File: config.mk
export PLATFORM = sky130hd
export DESIGN_NAME = uart_rdata_sender
export DESIGN_NICKNAME = d
export VERILOG_FILES = /design/src/rtl/uart_mon_pkg.sv /design/src/rtl/hex2ascii.sv /design/src/rtl/uart_rdata_sender.sv
export SDC_FILE = /design/constraint.sdc
export NUM_CORES = 1
export LEC_CHECK = 0
export BUFFER_PORTS_ARGS = -buffer_cell sky130_fd_sc_hd__buf_2
export CAP_MARGIN = 10
export CORE_UTILIZATION = 50
export CTS_CLUSTER_DIAMETER = 120
export DETAILED_ROUTE_END_ITERATION = 16
export PLACE_DENSITY = 0.74
export SYNTH_ARGS = -nofsm -noshare
export SYNTH_HDL_FRONTEND = slang
export SYNTH_SLANG_ARGS = --single-unit
File: constraint.sdc
create_clock -name clk -period 4.25 [get_ports clk]
set_input_delay 0.6375 -clock clk [delete_from_list [all_inputs] [get_ports clk]]
set_output_delay 0.6375 -clock clk [all_outputs]
set_load 0.05 [all_outputs]
File: src/rtl/uart_mon_pkg.sv
// Shared definitions for the UART monitor: sender FSM state encoding,
// ASCII constants and the MSB-first nibble picker.
package uart_mon_pkg;

    localparam logic [2:0] ST_IDLE  = 3'd0;
    localparam logic [2:0] ST_HEX   = 3'd1;
    localparam logic [2:0] ST_SPC   = 3'd2;
    localparam logic [2:0] ST_CR    = 3'd3;
    localparam logic [2:0] ST_LF    = 3'd4;
    localparam logic [2:0] ST_DRAIN = 3'd5;
    localparam logic [2:0] ST_DONE  = 3'd6;

    localparam logic [7:0] ASC_SP = 8'h20;
    localparam logic [7:0] ASC_CR = 8'h0D;
    localparam logic [7:0] ASC_LF = 8'h0A;
    localparam logic [7:0] ASC_0  = 8'h30;
    localparam logic [7:0] ASC_UA = 8'h41;
    localparam logic [7:0] ASC_LA = 8'h61;

    // Position 0 selects the most significant nibble of the word.
    function automatic logic [3:0] nibble_at(input logic [31:0] word, input logic [2:0] pos);
        logic [31:0] shifted;
        shifted = word >> {~pos, 2'b00};
        return shifted[3:0];
    endfunction

endpackage

File: src/rtl/hex2ascii.sv
// Combinational nibble to ASCII hex digit conversion, upper or lower case.
module hex2ascii
    import uart_mon_pkg::*;
(
    input  logic [3:0] nibble,
    input  logic       lower,
    output logic [7:0] char
);

    always_comb begin
        if (nibble < 4'd10) begin
            char = ASC_0 + {4'd0, nibble};
        end else begin
            char = (lower ? ASC_LA : ASC_UA) + {4'd0, nibble} - 8'd10;
        end
    end

endmodule

File: src/rtl/uart_rdata_sender.sv
// Prints one 64-bit dump line or a 32-bit PC line as ASCII hex into the UART
// transmit queue, then waits for the queue to drain before signalling done.
//
// state | meaning
// IDLE  | waiting for rdata_snd_start
// HEX   | emitting hex digit selected by the nibble counter
// SPC   | emitting the space between the two dump words
// CR    | emitting carriage return
// LF    | emitting line feed
// DRAIN | waiting for tx_empty
// DONE  | one-cycle flushing_wq pulse
module uart_rdata_sender
    import uart_mon_pkg::*;
#(
    parameter int HEX_LOWER = 0
)(
    input  logic        clk,
    input  logic        rst_n,
    input  logic        rdata_snd_start,
    input  logic [63:0] rdata_snd,
    input  logic        pc_print_sel,
    input  logic        tx_full,
    input  logic        tx_empty,
    output logic [7:0]  tx_wdata,
    output logic        tx_we,
    output logic        flushing_wq,
    output logic        snd_busy
);

    logic [2:0]  state, state_nxt;
    logic [3:0]  cnt, cnt_nxt;
    logic [63:0] data_q;
    logic        pc_q;
    logic [3:0]  nibble;
    logic [7:0]  hex_char;
    logic [7:0]  char_cur;
    logic        emitting;

    // Counter values 8..15 walk the upper word of a dump line.
    assign nibble = nibble_at(cnt[3] ? data_q[63:32] : data_q[31:0], cnt[2:0]);

    hex2ascii u_hex2ascii (
        .nibble (nibble),
        .lower  (HEX_LOWER != 0),
        .char   (hex_char)
    );

    always_comb begin
        char_cur = 8'h00;
        case (state)
            ST_HEX:  char_cur = hex_char;
            ST_SPC:  char_cur = ASC_SP;
            ST_CR:   char_cur = ASC_CR;
            ST_LF:   char_cur = ASC_LF;
            default: char_cur = 8'h00;
        endcase
    end

    assign emitting    = (state == ST_HEX) || (state == ST_SPC) ||
                         (state == ST_CR)  || (state == ST_LF);
    assign tx_we       = emitting && !tx_full;
    assign tx_wdata    = tx_we ? char_cur : 8'h00;
    assign flushing_wq = (state == ST_DONE);
    assign snd_busy    = (state != ST_IDLE);

    always_comb begin
        state_nxt = state;
        cnt_nxt   = cnt;
        case (state)
            ST_IDLE: begin
                if (rdata_snd_start) begin
                    state_nxt = ST_HEX;
                    cnt_nxt   = 4'd0;
                end
            end
            ST_HEX: begin
                if (!tx_full) begin
                    cnt_nxt = cnt + 4'd1;
                    if (cnt == 4'd15) begin
                        state_nxt = ST_CR;
                    end else if (cnt == 4'd7) begin
                        state_nxt = pc_q ? ST_CR : ST_SPC;
                    end
                end
            end
            ST_SPC: begin
                if (!tx_full) state_nxt = ST_HEX;
            end
            ST_CR: begin
                if (!tx_full) state_nxt = ST_LF;
            end
            ST_LF: begin
                if (!tx_full) state_nxt = ST_DRAIN;
            end
            ST_DRAIN: begin
                if (tx_empty) state_nxt = ST_DONE;
            end
            ST_DONE: state_nxt = ST_IDLE;
            default: state_nxt = ST_IDLE;
        endcase
    end

    always_ff @(posedge clk or negedge rst_n) begin
        if (!rst_n) begin
            state  <= ST_IDLE;
            cnt    <= 4'd0;
            data_q <= 64'd0;
            pc_q   <= 1'b0;
        end else begin
            state <= state_nxt;
            cnt   <= cnt_nxt;
            if ((state == ST_IDLE) && rdata_snd_start) begin
                data_q <= rdata_snd;
                pc_q   <= pc_print_sel;
            end
        end
    end

endmodule

Word-level counts from Yosys, hierarchy flattened
Index checks and enable logic that the tools add are counted.
- output and inout port bits: 11
- bits in registers: 72
- equality and inequality tests: 15
- add/sub/neg operators: 4
- shifts and indexed selects: 1
- magnitude comparators: 1
- bitwise logic cells: 1
- reduce and logical (&&, ||, !) cells: 11
- multiplexer cells: 17
- operators by type and width (cell ; number):
    $mux W32 ; 1
    $pmux W8 S4 ; 1
    $shr A32 B5 Y4 ; 1
    $mux W3 ; 8
    $pmux W3 S6 ; 1
    $mux W8 ; 2
    $ne A2 B2 Y1 const B ; 6
    $eq A3 B3 Y1 const B ; 3
    $add A7 B4 Y8 const A ; 1
    $mux W4 ; 2
    $pmux W4 S2 ; 1
    $sub A8 B4 Y8 const B ; 1
    $add A6 B4 Y7 const A ; 1
    $reduce_and A7 Y1 ; 1
    $eq A3 B2 Y1 const B ; 2
    $add A4 B1 Y4 const B ; 1
    $eq A4 B3 Y1 const B ; 1
    $eq A4 B4 Y1 const B ; 1
    $lt A4 B4 Y1 const B ; 1
    $eq A3 B1 Y1 const B ; 1
    $logic_not A3 Y1 ; 1
    $logic_or A1 B1 Y1 ; 3
    $ne A3 B1 Y1 const B ; 1
    $not A3 Y3 ; 1
    6 further kinds ; 7

Longest topological paths before layout
Gate-level depths: netlist of the first run.
- depth after elaboration: 7
- mapped depth: 9
- gate-level depth less buffers: 8

Hierarchy
A second synthesis of the first run with hierarchy kept.
- cells, all modules: 267
- area total of the unflattened synthesis: 3590.9 sq um
- modules (own cells, without submodules) (module ; times used ; area each (sq um) ; cells an instance):
    uart_rdata_sender ; 1 ; 3472.1 ; 247
    hex2ascii ; 1 ; 118.9 ; 20

Worst setup path before layout of the first run
No wires, ideal clock.
- kind: register to output
- start: register cnt[3]
- end: output port tx_wdata[1]
- data arrival time: 3042 ps
- path slack: 570 ps
- required time: 3612 ps
- cell stages (with the launch flop): 9
- buffers on the path: 1
- path through: dfrtp_1 > buf_6 > mux4_2 > mux4_2 > inv_1 > ha_1 > nand2_1 > nand2_1 > a2111oi_2
- cells in the longest elaborated chain, start to end: 7
- ends and longest elaborated chain (element ; line ; source):
    start: declaration ; uart_rdata_sender.sv:31 ; logic [3:0] cnt, cnt_nxt;
    start signal: assignment ; uart_rdata_sender.sv:111 ; cnt <= cnt_nxt;
    $mux W32 (*) ; uart_rdata_sender.sv:40 ; assign nibble = nibble_at(cnt[3] ? data_q[63:32] : data_q[31:0], cnt[2:0]);
    $shr A32 B5 Y4 (*) ; uart_mon_pkg.sv:23 ; shifted = word >> {~pos, 2'b00};
    $add A7 B4 Y8 ; hex2ascii.sv:14 ; char = (lower ? ASC_LA : ASC_UA) + {4'd0, nibble} - 8'd10;
    $sub A8 B4 Y8 ; hex2ascii.sv:14 ;
    $mux W8 (*) ; hex2ascii.sv:11 ; if (nibble < 4'd10) begin
    $pmux W8 S4 (*) ; uart_rdata_sender.sv:50 ; case (state)
    $mux W8 (*) ; uart_rdata_sender.sv:62 ; assign tx_wdata = tx_we ? char_cur : 8'h00;
    end: declaration ; uart_rdata_sender.sv:24 ; output logic [7:0] tx_wdata,
Every way passes the cells marked *; elsewhere a longest branch is shown, timed or not.

Worst setup path in the final report of the first run
Ends and elaborated chain as after synthesis.

==> results of run 1 <==
[stage by stage]
step	worst slack, ns	utilization, %	instance area, sq um
final	0.309	62.1	4240
after global placement	0.691	58.8	4020
after CTS	0.270	62.1	4240
after floorplan	0.570	-	3570
after detailed placement	0.659	58.8	4020
after global routing	0.115	62.1	4240
[sequential cells by signal, summed over array words and instances, names as in the netlist]
| register | cells |
|---|---|
| pc_q | 1 |
| data_q | 64 |
| cnt | 4 |
| state | 3 |
[area by class of cell]
cell class                      instances  area, sq um
Tap cell                               96          120
Sequential cell                        72         1800
Timing Repair Buffer                   82          433
Inverter                                6         22.5
Multi-Input combinational cell        158         1640
Clock buffer                           10          138
Fill cell                             544         2590
Clock inverter                          6         82.6
[report_power, final]
part | internal, W | switching (W)
clock network | 0.000343 | 0.000252
registers | 0.00103 | 0.000260
logic | 0.000705 | 0.000647
[Yosys cell counts (all sizes together), types with 3 or more instances]
master / count
clkbuf: 4
mux2: 66
nor2b: 3
mux4: 15
buf: 13
nand2: 9
dfrtp: 72
o21ai: 7
a221oi: 4
mux2i: 12
inv: 6
nor2: 9
a21oi: 4
[routing by layer]
layer / GRT usage [%] / vias up / share of wire [%]
li1: - / 1100 / -
met1: 28.8 / 1150 / 45
met2: 32.8 / 73 / 48
met3: 5.62 / 10 / 5.1
met4: 9.24 / 0 / 2.0
met5: 0 / - / 0
[path summary, 6_finish.rpt]
path,to,slack [ns]
worst max-delay path,tx_wdata[1],0.31
worst min-delay path,data_q[12],0.41
worst max register to register,data_q[61],1.64
worst min register to register,data_q[59],0.50
max in group asynchronous,data_q[49],3.27
min in group clk,data_q[59],0.50
[critical path, cell delays in order, from the launching register on]
cell and delay, ns:
dfrtp_1 0.54, buf_4 0.29, mux4_2 0.52, mux4_2 0.52, inv_1 0.08, ha_1 0.22
nand2_1 0.06, nand2_1 0.07, a2111oi_2 0.34, buf_2 0.31
[cell families (layout without fill, tap and decap cells)]
| family | Yosys count | after routing |
|---|---|---|
| flip-flops | 72 | 72 |
| multiplexers | 93 | 93 |
| other | 1 | 1 |
| AO/OA/AOI/OAI | 27 | 27 |
| buffers and inverters | 23 | 104 |
| AND/OR/NAND/NOR | 34 | 34 |
| adder cells (fa/ha/maj) | 2 | 2 |
| XOR/XNOR | 1 | 1 |
==> impl_metrics.csv, run 1 <==
group,metric,value,unit
status,status,"complete, no violations",
setup_path,end_kind,"primary output",
floorplan,die_w,86.5,microns
cells_and_area,layout_commonest_cell,"buf_2",
cells_and_area,fin_nets,401,
yosys,synth_xor_area_share,0.245,%
floorplan,start_util,52.2,%
detailed_routing,first_iter_violations,148,
setup_path,r2r_cells,4,
detailed_routing,dr_total_vias,2333,
yosys,synth.distinct_cells,43,
yosys,synth_top_area_share,50.5,%
clock_tree,clockBufferDepth,2,
detailed_routing,drcViolationCount,0,
sta,max_slew_margin,38.4,%
setup_path,regToRegStartpoint,"state[2]",
grt,grt_pass1_vias,2356,
clock_tree,cts_hold_buf,0,
sta,max_freq,254,MHz
yosys,ys_ff_latch,72,
sta,rsz0062_at_grt,"no",
flow_run,maxCapViolations,0,
yosys,synthArstFlopShare,100,%
clock_tree,cts_setup_buffers,0,
setup_path,required,3.61,ns
sta,finalSetupViolCount,0,
floorplan,core,6830,sq um
setup_path,crit_start,"cnt[3]",
cells_and_area,drive_gt1_share,53.0,%
setup_path,start_kind,"register",
power,pwr_density_cell,763,nW/um^2
yosys,synth_top_family_by_area,"multiplexers",
clock_tree,cts_resized,0,
clock_tree,clock-sinks,72,
setup_path,arrival,3.30,ns
placed_design,hpwlAfterDp,5030,microns
floorplan,die_area,7480,sq um
cells_and_area,most-common-layout-cells,"78 x buf_2, 72 x dfrtp_1, 66 x mux2_2",
sta,tns,0,ns
sta,worst_pin_slew,0.922,ns
sta,hold_ws,0.406,ns
grt,grt_max_degree,73,
yosys,synth_edf_count,0,
cells_and_area,area_growth_syn_to_layout,18.8,%
sta,finalMaxSlewViolations,0,
yosys,ys_seq_area_share,50.5,%
power,power.static_leakage,1.89,nW
power,power,0.00324,W
yosys,synth_compound_area_share,5.50,%
power,peakVddDrop,0.000329,V
yosys,synth.avg_cell_area,14.1,sq um
grt,antenna_found_initial,0,
grt,grt_pass1_wl,11700,microns
yosys,dominantRegCellSynth,"dfrtp_1",
clock_tree,cts_tree,"yes",
hold_path,min_path_type,"input pin to asynchronous set/reset pin",
sta,finalHoldViolations,0,
floorplan,pin_count,81,
sta,post-route-min-period,3.94,ns
floorplan,rows,30,
yosys,syn_inst,253,
detailed_routing,avgViaCountPerCell,5.43,
detailed_routing,wl_per_cell,16.4,microns
placed_design,port_buffers,79,
yosys,netlist_area,3570,sq um
clock_tree,h-tree-depth,3,
yosys,synth.mux.area_fraction,34.6,%
clock_tree,cts_made_buffers,9,
detailed_routing,ant_nets,0,
sta,skew,0.00897,ns
grt,grt_remaining_overflow,0,
placed_design,dp.cells,414,
yosys,synth_top_area_cell,"dfrtp_1",
grt,track_usage,21.3,%
yosys,synthAdderAreaFrac,0.701,%
cells_and_area,stdcell_count,430,
setup_path,path_max_fanout,10,
floorplan,die_y,86.5,microns
cells_and_area,diodes,0,
yosys,synth-simple-area-share,4.66,%
yosys,yosys-top-cells-area,"dfrtp_1 50%, mux2_2 21%, mux4_1 5.2%, mux4_2 5.0%, mux2i_1 2.8%",
yosys,synth-warning-count,0,
detailed_routing,dr.pass1.iters,4,
clock_tree,ctsRootBufferMaster,"clkbuf_8",
detailed_routing,drt-total-wl,7030,microns
clock_tree,clk_pin_slew_worst_paths,0.08,ns
clock_tree,clock_latency,0.35,ns
placed_design,finalWeightedCongestion,0.802,
sta,period_share,92.7,%
setup_path,crit_type,"register to primary output",
yosys,syn-num-nets,325,
No activity file was read; power rests on OpenSTA's default activity.
==> inputs of run 2 (changes only) <==
- ABC_AREA: default -> 1
- PLACE_DENSITY: 0.74 -> 0.73
==> run 2 against run 1 <==
Sequential share of layout area decreased by 1.1 points; final cell count increased by 54%; largest power group unchanged; register-to-register slack improved by 0.23 ns; highest routed layer unchanged; global-route usage increased by 3.6 points; critical path type unchanged; die area increased by 5.4%; largest cell class unchanged.
==> impl_metrics.csv, run 2 <==
group,metric,value,unit
detailed_routing,dr.pass1.iters,4,
power,p_int,0.00184,W
power,power,0.00336,W
cells_and_area,fin_nets,630,
yosys,synth.distinct_cells,29,
power,p_seq_share,35.6,%
floorplan,rows,31,
clock_tree,cts_hold_buf,0,
cells_and_area,layout_commonest_cell,"nand2_1",
placed_design,hpwlAfterDp,6430,microns
yosys,ys_seq_area_share,47.9,%
hold_path,min_path_type,"input pin to asynchronous set/reset pin",
yosys,ys_ff_latch,72,
sta,finalSetupViolCount,0,
power,pwr_density_cell,771,nW/um^2
floorplan,core,7250,sq um
cells_and_area,area_growth_syn_to_layout,15.7,%
grt,grt_pass1_wl,14600,microns
cells_and_area,fillers,701,
sta,finalHoldViolations,0,
sta,period_share,85.3,%
cells_and_area,diodes,0,
power,peakVddDrop,0.000440,V
yosys,synth_most_common_cell,"nand2_1",
clock_tree,cts_resized,0,
clock_tree,clockBufferDepth,2,
yosys,synth_top_area_cell,"dfrtp_1",
sta,rsz0062_at_grt,"no",
yosys,synth_top_area_share,47.9,%
detailed_routing,wl_per_cell,13.5,microns
clock_tree,ctsRootBufferMaster,"clkbuf_8",
detailed_routing,dr_total_vias,3336,
power,p_comb_share,47.0,%
setup_path,end_kind,"primary output",
grt,grt_remaining_overflow,0,
yosys,dominantRegCellSynth,"dfrtp_1",
power,power.static_leakage,2.22,nW
detailed_routing,drcViolationCount,0,
cells_and_area,drive_gt1_share,22.6,%
floorplan,start_util,51.9,%
cells_and_area,largest_reg_flops,64,
floorplan,die_w,88.8,microns
floorplan,die_area,7880,sq um
clock_tree,cts_tree,"yes",
grt,antenna_found_initial,0,
detailed_routing,avgViaCountPerCell,5.04,
yosys,synth.avg_cell_area,7.68,sq um
detailed_routing,drt-total-wl,8910,microns
grt,grt_pass1_vias,3170,
floorplan,pin_count,81,
cells_and_area,multi_input_area,1520,sq um
detailed_routing,first_iter_violations,174,
placed_design,dpl-instance-area,4140,sq um
clock_tree,cts_setup_buffers,0,
clock_tree,h-tree-depth,3,
yosys,synth_edf_count,0,
sta,post-route-min-period,3.62,ns
sta,worst_pin_slew,0.859,ns
cells_and_area,top_regs,"data_q: 64 flops, cnt: 4 flops, state: 3 flops",
cells_and_area,design_area,4360,sq um
yosys,synthArstFlopShare,100,%
cells_and_area,stdcell_count,662,
floorplan,die_y,88.8,microns
sta,tns,0,ns
yosys,syn-num-nets,562,
placed_design,finalWeightedCongestion,0.908,
placed_design,dp.cells,646,
grt,grt_max_degree,49,
status,status,"complete, no violations",
yosys,synth-warning-count,0,
cells_and_area,regArea,1800,sq um
power,p_switching,0.00152,W
clock_tree,cts_made_buffers,9,
clock_tree,clock_latency,0.36,ns
sta,skew,0.00265,ns
setup_path,arrival,2.99,ns
cells_and_area,largest-register,"data_q",
setup_path,crit_type,"register to primary output",
placed_design,port_buffers,79,
sta,hold_ws,0.384,ns
yosys,syn_inst,490,
sta,max_slew_margin,42.7,%
power,switching_share,45.2,%
setup_path,start_kind,"register",
setup_path,required,3.61,ns
setup_path,path_max_fanout,23,
clock_tree,clock-sinks,72,
yosys,yosys-top-cells-area,"dfrtp_1 48%, nand2_1 15%, o21ai_0 7.2%, inv_1 6.2%, nand3_1 5.6%",
cells_and_area,most-common-layout-cells,"151 x nand2_1, 79 x buf_2, 72 x dfrtp_1",
sta,max_freq,276,MHz
yosys,synth.cells.most_frequent,"151 x nand2_1, 72 x dfrtp_1, 62 x inv_1",
grt,track_usage,24.9,%
flow_run,maxCapViolations,0,
yosys,netlist_area,3760,sq um
detailed_routing,ant_nets,0,
clock_tree,clk_pin_slew_worst_paths,0.08,ns
sta,finalMaxSlewViolations,0,
power,clkPwrFrac,17.5,%
-- run 2: cell types whose count changed after synthesis, sizes merged, moves of 16 or more --
cell   delta
nand3    +45
a21oi    +16
inv      +64
o21ai    +56
mux2     -66
nand2   +149
-- run 2: power by group through the flow --
stage	clock network (W)	logic [W]	registers, W
after global routing	0.000620	0.00179	0.00123
after global placement	0	0.00151	0.00119
after detailed placement	0	0.00156	0.00121
after CTS	0.000594	0.00157	0.00119
final	0.000586	0.00158	0.00119
after floorplan	0	0.00130	0.00111
-- run 2: area by class of cell --
cell class / count / share of cell area [%]
flip-flops and latches: 72 / 41.4
multi-input cells: 321 / 34.8
repair buffers: 83 / 9.77
inverters: 71 / 6.23
clock buffers: 12 / 3.79
well taps: 99 / 2.84
clock inverters: 4 / 1.18
-- run 2: cell families (layout without fill, tap and decap cells) --
kind of cell,Yosys count,in the layout,synth area share [%]
other,1,1,0.0996
buffers and inverters,97,170,11.9
AND/OR/NAND/NOR,225,225,26.3
flip-flops,72,72,47.9
adder cells (fa/ha/maj),2,2,0.665
AO/OA/AOI/OAI,93,93,13.2
-- run 2: worst paths after layout --
check,startpoint,to,slack [ns],cells after the start
worst max-delay path,cnt[0],tx_wdata[2],0.63,14
worst min-delay path,rst_n,data_q[41],0.38,1
worst max register to register,state[1],data_q[33],1.87,8
worst min register to register,data_q[4],data_q[4],0.49,2
max in group asynchronous,rst_n,data_q[23],2.88,2
min in group clk,rdata_snd[27],data_q[27],0.47,3
-- run 2: per-stage QoR --
step	worst slack [ns]	util [%]
6_report	0.626	60.0
5_1_grt	0.415	60.0
4_1_cts	0.703	60.0
3_5_place_dp	1.10	57.1
3_3_place_gp	1.23	57.1
2_1_floorplan	0.587	-
-- run 2: layer usage --
layer	part of all wire, %	vias to the layer above	routed length [microns]	track usage (%)
met3	4.4	17	393	4.38
met5	0	-	0	0
met1	44	1559	3960	31.4
li1	-	1682	-	-
met2	49	78	4400	42.1
met4	1.7	0	151	10.7
-- run 2: worst max-delay path: stages (launching register included) --
cell     delay (ns)
dfrtp_1        0.84
inv_2          0.26
a21oi_1        0.19
o21ai_0        0.11
nand3_1        0.08
nand3_1        0.09
nand2_1        0.13
inv_1          0.08
ha_1           0.20
inv_1          0.06
nand2_1        0.05
nand4_1        0.09
nand2_1        0.07
a21oi_1        0.12
buf_2          0.27
